**config.mk**
```make
export PLATFORM = sky130hd
export DESIGN_NAME = ps2_keyboard_flat
export DESIGN_NICKNAME = d
export VERILOG_FILES = /design/src/rtl/ps2_keyboard_if.sv /design/src/rtl/ps2_keyboard.sv /design/src/flat_wrapper.sv
export SDC_FILE = /design/constraint.sdc
export NUM_CORES = 1
export LEC_CHECK = 0
export CORE_MARGIN = 2
export CORE_UTILIZATION = 36
export DETAILED_ROUTE_END_ITERATION = 6
export SYNTH_ARGS = -nofsm -noshare
export SYNTH_HDL_FRONTEND = slang
export SYNTH_SLANG_ARGS = --single-unit
```
**constraint.sdc**
```tcl
create_clock -name clk -period 3.25 [get_ports clk]
set_input_delay 0.8125 -clock clk [delete_from_list [all_inputs] [get_ports clk]]
set_output_delay 0.8125 -clock clk [all_outputs]
set_load 0.005 [all_outputs]
```
**src/rtl/ps2_keyboard_if.sv**
```systemverilog
// ps2_keyboard_if: groups the PS/2 pins and the keyboard-register outputs
// of the ps2_keyboard receiver.
//   ps2_clk, ps2_data : PS/2 clock and data pins (asynchronous to clk)
//   kb_out            : 16-bit code of the held key, 0 when none
//   key_event         : one-cycle pulse when kb_out changes
//   frame_err         : one-cycle pulse on parity, stop-bit or timeout error
// Modports: slave = receiver side, master = keyboard/host side.
interface ps2_keyboard_if;
  logic        ps2_clk;
  logic        ps2_data;
  logic [15:0] kb_out;
  logic        key_event;
  logic        frame_err;

  modport master (output ps2_clk, ps2_data, input kb_out, key_event, frame_err);
  modport slave  (input ps2_clk, ps2_data, output kb_out, key_event, frame_err);
endinterface

```
**src/rtl/ps2_keyboard.sv**
```systemverilog
// ps2_keyboard: PS/2 keyboard receiver. Deserialises 11-bit PS/2 frames,
// tracks E0 (extended) and F0 (break) prefixes and translates scan-code
// set 2 into the 16-bit key code of the currently held key.
// Ports:
//   clk      : system clock (at least 8x the PS/2 clock rate)
//   reset    : asynchronous active-low reset
//   bus      : ps2_keyboard_if.slave (ps2_clk, ps2_data in; kb_out,
//              key_event, frame_err out)
// Parameter TIMEOUT_CYCLES: mid-frame idle limit in clk cycles.
// Optional macro PS2_TIMEOUT_EN: builds the mid-frame timeout counter;
// without it the FSM waits indefinitely and TIMEOUT_CYCLES is unused.
module ps2_keyboard #(
  parameter int TIMEOUT_CYCLES = 50000
) (
  input logic         clk,
  input logic         reset,
  ps2_keyboard_if.slave bus
);

  typedef enum logic [1:0] {S_IDLE, S_DATA, S_PARITY, S_STOP} state_t;

  state_t      r_state, w_state_next;
  logic        r_clk_s1, r_clk_s2, r_clk_prev;
  logic        r_dat_s1, r_dat_s2;
  logic [7:0]  r_shift;
  logic [2:0]  r_bit_cnt;
  logic        r_par_ok;
  logic        r_ext, r_brk;
  logic [8:0]  r_held;
  logic [15:0] r_kb_out;
  logic        r_key_event, r_frame_err;

  logic        w_fall, w_data;
  logic        w_byte_valid, w_err, w_timeout;
  logic [15:0] w_map;

  assign w_fall = r_clk_prev & ~r_clk_s2;
  assign w_data = r_dat_s2;

  // Scan-code set 2 to key code; 0 means unmapped (no valid code is 0).
  function automatic logic [15:0] f_map(input logic ext, input logic [7:0] code);
    case ({ext, code})
      9'h01C: f_map = 16'd65;  9'h032: f_map = 16'd66;  9'h021: f_map = 16'd67;
      9'h023: f_map = 16'd68;  9'h024: f_map = 16'd69;  9'h02B: f_map = 16'd70;
      9'h034: f_map = 16'd71;  9'h033: f_map = 16'd72;  9'h043: f_map = 16'd73;
      9'h03B: f_map = 16'd74;  9'h042: f_map = 16'd75;  9'h04B: f_map = 16'd76;
      9'h03A: f_map = 16'd77;  9'h031: f_map = 16'd78;  9'h044: f_map = 16'd79;
      9'h04D: f_map = 16'd80;  9'h015: f_map = 16'd81;  9'h02D: f_map = 16'd82;
      9'h01B: f_map = 16'd83;  9'h02C: f_map = 16'd84;  9'h03C: f_map = 16'd85;
      9'h02A: f_map = 16'd86;  9'h01D: f_map = 16'd87;  9'h022: f_map = 16'd88;
      9'h035: f_map = 16'd89;  9'h01A: f_map = 16'd90;
      9'h045: f_map = 16'd48;  9'h016: f_map = 16'd49;  9'h01E: f_map = 16'd50;
      9'h026: f_map = 16'd51;  9'h025: f_map = 16'd52;  9'h02E: f_map = 16'd53;
      9'h036: f_map = 16'd54;  9'h03D: f_map = 16'd55;  9'h03E: f_map = 16'd56;
      9'h046: f_map = 16'd57;
      9'h029: f_map = 16'd32;  9'h05A: f_map = 16'd128; 9'h066: f_map = 16'd129;
      9'h076: f_map = 16'd140;
      9'h16B: f_map = 16'd130; 9'h175: f_map = 16'd131; 9'h174: f_map = 16'd132;
      9'h172: f_map = 16'd133;
      default: f_map = 16'd0;
    endcase
  endfunction

  assign w_map = f_map(r_ext, r_shift);

`ifdef PS2_TIMEOUT_EN
  localparam int CW = $clog2(TIMEOUT_CYCLES + 1);
  logic [CW-1:0] r_to_cnt;

  always_ff @(posedge clk or negedge reset) begin
    if (!reset)                          r_to_cnt <= '0;
    else if (w_fall || r_state == S_IDLE) r_to_cnt <= '0;
    else                                 r_to_cnt <= r_to_cnt + 1'b1;
  end

  // A falling edge in the terminal cycle restarts the count instead.
  assign w_timeout = (r_state != S_IDLE) && !w_fall &&
                     (r_to_cnt == CW'(TIMEOUT_CYCLES - 1));
`else
  logic w_unused_timeout;
  assign w_unused_timeout = (TIMEOUT_CYCLES != 0);
  assign w_timeout        = 1'b0;
`endif

  always_ff @(posedge clk or negedge reset) begin
    if (!reset) begin
      r_clk_s1 <= 1'b1; r_clk_s2 <= 1'b1; r_clk_prev <= 1'b1;
      r_dat_s1 <= 1'b1; r_dat_s2 <= 1'b1;
      r_state  <= S_IDLE;
    end else begin
      r_clk_s1 <= bus.ps2_clk;  r_clk_s2 <= r_clk_s1; r_clk_prev <= r_clk_s2;
      r_dat_s1 <= bus.ps2_data; r_dat_s2 <= r_dat_s1;
      r_state  <= w_state_next;
    end
  end

  always_comb begin
    w_state_next = r_state;
    w_byte_valid = 1'b0;
    w_err        = 1'b0;
    if (w_timeout) begin
      w_state_next = S_IDLE;
      w_err        = 1'b1;
    end else if (w_fall) begin
      case (r_state)
        S_IDLE:   if (!w_data) w_state_next = S_DATA;  // data=1 is a glitch
        S_DATA:   if (r_bit_cnt == 3'd7) w_state_next = S_PARITY;
        S_PARITY: w_state_next = S_STOP;
        S_STOP: begin
          w_state_next = S_IDLE;
          if (w_data && r_par_ok) w_byte_valid = 1'b1;
          else                    w_err        = 1'b1;
        end
        default:  w_state_next = S_IDLE;
      endcase
    end
  end

  always_ff @(posedge clk or negedge reset) begin
    if (!reset) begin
      r_shift <= '0; r_bit_cnt <= '0; r_par_ok <= 1'b0;
      r_ext <= 1'b0; r_brk <= 1'b0; r_held <= '0;
      r_kb_out <= '0; r_key_event <= 1'b0; r_frame_err <= 1'b0;
    end else begin
      r_key_event <= 1'b0;
      r_frame_err <= 1'b0;
      if (w_fall) begin
        case (r_state)
          S_IDLE:   r_bit_cnt <= '0;
          S_DATA: begin
            r_shift   <= {w_data, r_shift[7:1]};
            r_bit_cnt <= r_bit_cnt + 3'd1;
          end
          S_PARITY: r_par_ok <= ^{r_shift, w_data};  // odd total of ones
          default: ;
        endcase
      end
      if (w_err) begin
        r_frame_err <= 1'b1;
        r_ext       <= 1'b0;
        r_brk       <= 1'b0;
      end else if (w_byte_valid) begin
        if (r_shift == 8'hE0)      r_ext <= 1'b1;
        else if (r_shift == 8'hF0) r_brk <= 1'b1;
        else begin
          r_ext <= 1'b0;
          r_brk <= 1'b0;
          if (!r_brk) begin
            if (w_map != 16'd0) begin
              r_kb_out    <= w_map;
              r_held      <= {r_ext, r_shift};
              r_key_event <= (w_map != r_kb_out);
            end
          end else if ({r_ext, r_shift} == r_held) begin
            r_kb_out    <= '0;
            r_held      <= '0;
            r_key_event <= (r_kb_out != 16'd0);
          end
        end
      end
    end
  end

  assign bus.kb_out    = r_kb_out;
  assign bus.key_event = r_key_event;
  assign bus.frame_err = r_frame_err;

endmodule

```
**src/flat_wrapper.sv**
```systemverilog
// flat-port wrapper written by rule: the top's interface ports become plain ports
module ps2_keyboard_flat 
#(
  parameter int TIMEOUT_CYCLES = 50000
)
  (clk, reset, bus_ps2_clk, bus_ps2_data, bus_kb_out, bus_key_event, bus_frame_err);
  ps2_keyboard_if bus_i ();
  input logic clk;
  input logic reset;
  input wire logic [$bits(bus_i.ps2_clk)-1:0] bus_ps2_clk;
  input wire logic [$bits(bus_i.ps2_data)-1:0] bus_ps2_data;
  output wire logic [$bits(bus_i.kb_out)-1:0] bus_kb_out;
  output wire logic [$bits(bus_i.key_event)-1:0] bus_key_event;
  output wire logic [$bits(bus_i.frame_err)-1:0] bus_frame_err;
  assign bus_i.ps2_clk = bus_ps2_clk;
  assign bus_i.ps2_data = bus_ps2_data;
  assign bus_kb_out = bus_i.kb_out;
  assign bus_key_event = bus_i.key_event;
  assign bus_frame_err = bus_i.frame_err;
  ps2_keyboard #(.TIMEOUT_CYCLES(TIMEOUT_CYCLES)) u_core (.clk(clk), .reset(reset), .bus(bus_i));
endmodule
```
== Word-level counts from Yosys, hierarchy flattened ==
Index checks and enable logic that the tools add are counted.

* Divide/modulo/power cells: 0
* $add $sub $neg: 1
* Shift operators: 0
* $mul: 0
* Magnitude comparators: 0
* Bitwise gates (word level): 5
* Mux-type cells: 33
* Equality and inequality tests: 57
* Reduce and logical (&&, ||, !) cells: 15

{| class="wikitable"
|+ Operators with widths
! kind !! count
|-
| $pmux 8 s44 || 1
|-
| $eq 9x6->1 const B || 23
|-
| $eq 9x7->1 const B || 10
|-
| $eq 9x5->1 const B || 7
|-
| $mux 16 || 3
|-
| $eq 9x9->1 const B || 4
|-
| $reduce_bool 16->1 || 2
|-
| $mux 9 || 3
|-
| $mux 1 || 22
|-
| $eq 8x8->1 const B || 2
|-
| $ne 8x16->1 || 1
|-
| $reduce_and 2->1 || 5
|-
| $eq 9x9->1 || 1
|-
| $reduce_xor 9->1 || 1
|-
| $pmux 2 s4 || 1
|-
| $pmux 3 s2 || 1
|-
| $reduce_and 6->1 || 1
|-
| $reduce_bool 2->1 || 3
|-
| $eq 2x2->1 const B || 2
|-
| $mux 2 || 2
|-
| $ne 2x1->1 const B || 2
|-
| $ne 2x2->1 const B || 2
|-
| $not 1->1 || 4
|-
| $add 3x1->3 const B || 1
|-
| 7 further kinds || 7
|}

* Logic and storage cells: 126
* Input bits: 4
* Output and inout bits: 18
* Latch bits: 0
* Bits in registers: 48
* Memory bits (read-only): 0
* Memories: 0
* Bits in writable memories: 0

== Longest topological paths before layout ==
* Word-level depth: 9
* Mapped depth: 11
* Mapped depth without buffers: 7

== Worst setup path after synthesis ==
Ideal clock, no wire load.

* Kind: register to register
* Start point: register u_core.r_ext
* End point: register u_core.r_kb_out[0] (netlist: u_core.bus.kb_out[0])
* Period minus slack after synthesis: 2.628 ns
* Required time: 3.125 ns
* Cell stages (with the launch flop): 11
* Setup time: 0.125 ns
* Path buffers: 3
* Data arrival time: 2.503 ns
* Setup slack: 0.622 ns
* Path through: dfrtp_1 > buf_6 > or4b_4 > buf_6 > nor4_4 > a211oi_1 > and4_4 > nor3b_4 > a41oi_4 > buf_12 > mux2_4

* Cells in the longest elaborated chain, start to end: 5
* Elaborated cells between the ends (all ways): 52
* Those cells by class: 46 x eq/ne; 3 x mux; 3 x reduce/logical

{| class="wikitable"
|+ Ends and longest elaborated chain
! item !! RTL line !! RTL
|-
| start, declared || ps2_keyboard.sv:28 || <nowiki>logic r_ext, r_brk;</nowiki>
|-
| start signal, assigned || ps2_keyboard.sv:122 || <nowiki>r_ext <= 1'b0; r_brk <= 1'b0; r_held <= '0;</nowiki>
|-
| start signal, assigned || ps2_keyboard.sv:140 || <nowiki>r_ext <= 1'b0;</nowiki>
|-
| start signal, assigned || ps2_keyboard.sv:143 || <nowiki>if (r_shift == 8'hE0) r_ext <= 1'b1;</nowiki>
|-
| $eq 9x9->1, or another cell as far along || ps2_keyboard.sv:42 || <nowiki>case ({ext, code})</nowiki>
|-
| $pmux 8 s44 || ps2_keyboard.sv:42 ||
|-
| $reduce_bool 16->1 || ps2_keyboard.sv:149 || <nowiki>if (w_map != 16'd0) begin</nowiki>
|-
| $reduce_bool 2->1 (no source line) || n/a ||
|-
| $reduce_and 6->1 (no source line) || n/a ||
|-
| end signal, assigned || ps2_keyboard.sv:150 || <nowiki>r_kb_out <= w_map;</nowiki>
|-
| end, declared || ps2_keyboard.sv:30 || <nowiki>logic [15:0] r_kb_out;</nowiki>
|}

Parallel ways exist; a longest one is shown, timed or not. The select of a mux whose other input is x is not followed.
A chain may end at the register's enable or synchronous reset.

== Final worst setup path ==
* Start point: register u_core.r_shift[0]
* End point: register u_core.r_key_event (netlist: u_core.bus.key_event)

* Cells in the longest elaborated chain, start to end: 9
* Elaborated cells between the ends (all ways): 57
* Those cells by class: 48 x eq/ne; 8 x mux; 1 x reduce/logical

{| class="wikitable"
|+ Ends and longest elaborated chain
! item !! RTL line !! RTL
|-
| start, declared || ps2_keyboard.sv:25 || <nowiki>logic [7:0] r_shift;</nowiki>
|-
| start signal, assigned || ps2_keyboard.sv:131 || <nowiki>r_shift <= {w_data, r_shift[7:1]};</nowiki>
|-
| $eq 9x9->1, or another cell as far along || ps2_keyboard.sv:42 ||
|-
| $pmux 8 s44 || ps2_keyboard.sv:42 ||
|-
| $ne 8x16->1 / $reduce_bool 16->1 (equally long branches) || ps2_keyboard.sv:152, ps2_keyboard.sv:149 ||
|-
| $mux 1 || ps2_keyboard.sv:149 ||
|-
| $mux 1 || ps2_keyboard.sv:148 || <nowiki>if (!r_brk) begin</nowiki>
|-
| $mux 1 || ps2_keyboard.sv:144 || <nowiki>else if (r_shift == 8'hF0) r_brk <= 1'b1;</nowiki>
|-
| $mux 1 * || ps2_keyboard.sv:143 ||
|-
| $mux 1 * || ps2_keyboard.sv:142 || <nowiki>end else if (w_byte_valid) begin</nowiki>
|-
| $mux 1 * || ps2_keyboard.sv:138 || <nowiki>if (w_err) begin</nowiki>
|-
| end signal, assigned || ps2_keyboard.sv:152 || <nowiki>r_key_event <= (w_map != r_kb_out);</nowiki>
|-
| end signal, assigned || ps2_keyboard.sv:157 || <nowiki>r_key_event <= (r_kb_out != 16'd0);</nowiki>
|-
| end, declared || ps2_keyboard.sv:31 || <nowiki>logic r_key_event, r_frame_err;</nowiki>
|}

Mark *: on every way between the ends. The rest lies on a longest branch, timed or not.

==> flow_metrics.tcl <==
set metrics [dict create \
    synth_cell_types 76 \
    tightestPinTransition_ns 0.890 \
    dr.pass1.iters 5 \
    globalRouteOverflowTotal 0 \
    die_h_um 98.4 \
    cpLargestDelayFamily "compound AO/OA/AOI/OAI gates" \
    seqCellArea_mm2 0.00101 \
    cts.path.max_buffers 2 \
    first_global_vias 2644 \
    clk_pin_slew_ns 0.09 \
    start_kind "flip-flop" \
    clkPwrFrac_pct 15.6 \
    nets 360 \
    vias 2703 \
    io_pins 22 \
    avgRoutedWirePerCell_um 17.5 \
    required_ns 3.40 \
    cts_tree "built" \
    layout_common_cells "dfrtp_1, nor2_1, buf_4, nand2_1, nor3_1" \
    insertedDiodeCount 0 \
    rows 34 \
    layout_commonest_cell "dfrtp_1" \
    first_iter_violations 212 \
    ir_drop_mv 0.333 \
    gp_congestion 0.913 \
    finalSetupViolCount 0 \
    dieArea_mm2 0.00968 \
    final_core_util_pct 41.2 \
    p_leak_nw 1.49 \
    holdBufCountCts 0 \
    critical_path_buf_inv_count 1 \
    ys_warn_count 0 \
    multi_input_area_mm2 0.00197 \
    synthFlopType "dfrtp_1" \
    cts_max_level 2 \
    drc 0 \
    pwr-share-seq_pct 28.5 \
    slew_violations 0 \
    finalHoldViolCount 0 \
    dp_hpwl_mm 5.91 \
    slew-limit-headroom_pct 40.6 \
    clk_latency_ns 0.30 \
    async_flop_share_pct 100 \
    drive_above_1_share_pct 20.5 \
    critical_path_class "reg -> reg" \
    antenna_found_initial 0 \
    cp_max_fo 20 \
    grt_max_degree 41 \
    instances_no_fill 459 \
    start_util_pct 37.0 \
    ctsResizeCount 0 \
    grt_pass1_wl_mm 13.7 \
    final.setup_skew_ns 0.00828 \
    port-buffer-count 13 \
    status "finished clean" \
    synth_area_per_cell_um2 9.52 \
    synthCells 337 \
    comb_power_share_pct 56.0 \
    fin_tns_setup_ns 0 \
    dp_cells 451 \
    yosysSeqAreaShare_pct 31.4 \
    fill_cells 864 \
    numCtsBuffers 5 \
    period_needed_ns 3.01 \
    synth.top_cell.area_share_pct 27.3 \
    intPower_w 0.00146 \
    routed_wl_mm 8.03 \
    slowest_delay_ns 0.77 \
    cts_root_buf "clkbuf_8" \
    vias_per_cell 5.89 \
    synth_edf_count 0 \
    ant_nets 0 \
    ys_ff_latch 40 \
    synth_top_cell_by_area "dfrtp_1" \
    postCtsSetupRepairBufs 0 \
    synth_area_mm2 0.00321 \
    min_period_over_period_pct 92.5 \
    cap_violations 0 \
    cp-end-kind "flip-flop" \
    arrival_ns 3.15 \
    grtUsageTotal_pct 17.4 \
    fmax_mhz 333 \
    p_per_area_mw_per_mm2 756 \
    cp_cell_sequence "buf_4 -> nand4b_1 -> a2111oi_0 -> a21o_1 -> a311oi_1 -> nand4_1 -> a2111oi_0 -> a311oi_1" \
    cts.sinks 40 \
    total_power_w 0.00270 \
    min_path_type "reg -> reg" \
    crit_path_top_delay_cell "dfrtp_1" \
    grt_setup_unrepaired "no" \
    switching_power_w 0.00124 \
    synthTopCellsByArea "dfrtp_1, mux2_4, dfstp_2" \
    core_area_mm2 0.00868 \
    area_growth_pct 11.4 \
    netSwitchingFraction_pct 45.9 \
    die-width_um 98.4 \
]
## worst reg2reg max path, stage by stage (launching register included)
cell and delay [ns]:
dfrtp_1 0.77, buf_4 0.28, nand4b_1 0.12, a2111oi_0 0.10, a21o_1 0.17, a311oi_1 0.44
nand4_1 0.15, a2111oi_0 0.65, a311oi_1 0.17
## power groups by stage
stage	combinational (W)	sequential [W]	clock, W
CTS	0.00150	0.000765	0.000431
floorplan	0.00121	0.000663	0
detailed placement	0.00148	0.000776	0
finish	0.00151	0.000769	0.000421
global route	0.00168	0.000787	0.000454
global placement	0.00148	0.000770	0
## metrics by stage
| step | area [um^2] | hold slack [ns] | setup WS (ns) |
|---|---|---|---|
| after CTS | 3570 | 0.360 | 0.289 |
| after floorplan | 3230 | 0.345 | 0.622 |
| after detailed placement | 3460 | 0.347 | 0.297 |
| after global placement | 3460 | 0.347 | 0.377 |
| final | 3570 | 0.357 | 0.245 |
| after global routing | 3570 | 0.362 | 0.000704 |
## flip-flops by register name, indices dropped and copies added, names as in the netlist
signal	cells
u_core.r_held	9
u_core.bus.kb_out	8
u_core.r_shift	8
u_core.r_bit_cnt	3
u_core.r_state	2
u_core.bus.frame_err	1
u_core.bus.key_event	1
u_core.r_brk	1
u_core.r_clk_prev	1
u_core.r_clk_s1	1
u_core.r_clk_s2	1
u_core.r_dat_s1	1
u_core.r_dat_s2	1
u_core.r_ext	1
u_core.r_par_ok	1
## worst paths after layout
check | slack [ns] | endpoint | depth (start not counted) | start
setup / recovery | 0.24 | u_core.bus.key_event | 8 | u_core.r_shift[0]
hold / removal | 0.36 | u_core.r_dat_s2 | 0 | u_core.r_dat_s1
setup reg to reg | 0.24 | u_core.bus.key_event | 8 | u_core.r_shift[0]
hold reg to reg | 0.36 | u_core.r_dat_s2 | 0 | u_core.r_dat_s1
max in group asynchronous | 2.06 | u_core.r_shift[0] | 1 | reset
min in group asynchronous | 0.63 | u_core.r_bit_cnt[0] | 1 | reset
## Yosys cell counts, types with 4 or more instances
library cell and count:
nand3b_1 4, nand3_1 5, o21ai_0 13, dfstp_2 5, mux2_2 11, mux2_4 10
nand4_1 6, buf_2 17, xor2_1 10, a21oi_1 6, a21o_1 4, a2111oi_0 4
xnor2_1 11, or3_1 5, nor4_1 4, nor2b_1 14, ha_1 6, nor2_1 22
clkbuf_1 5, buf_4 9, nand2_1 15, inv_1 5, a31oi_1 7, nor3_1 15
nand2b_1 9, dfrtp_1 35
## cell type report
class | count | share of cell area, %
inverters | 6 | 0.630
clock inverters | 3 | 1.30
repair buffers | 36 | 9.03
flip-flops and latches | 40 | 28.2
well taps | 108 | 3.78
multi-input cells | 261 | 55.2
clock buffers | 5 | 1.93
## layer usage
metal | share of wire, % | vias up | wire [um] | track usage [%]
li1 | - | 1262 | - | -
met5 | 0 | - | 0 | 0
met1 | 45 | 1310 | 3570 | 23.1
met3 | 5.3 | 25 | 424 | 2.93
met4 | 2.7 | 0 | 217 | 6.11
met2 | 47 | 106 | 3810 | 28.6
## logic make-up (layout without fill, tap and decap cells)
family	count (synthesis)	in the layout	share of synthesized area, %
buf+inv	43	50	7.96
mux	23	23	9.17
simple gates	134	134	26.4
xor+xnor	21	21	5.73
compound gates	69	69	16.9
fa+ha+maj	6	6	2.34
flops	40	40	31.4
other cells	1	8	0.117
Power figures use the tool's default switching activity.
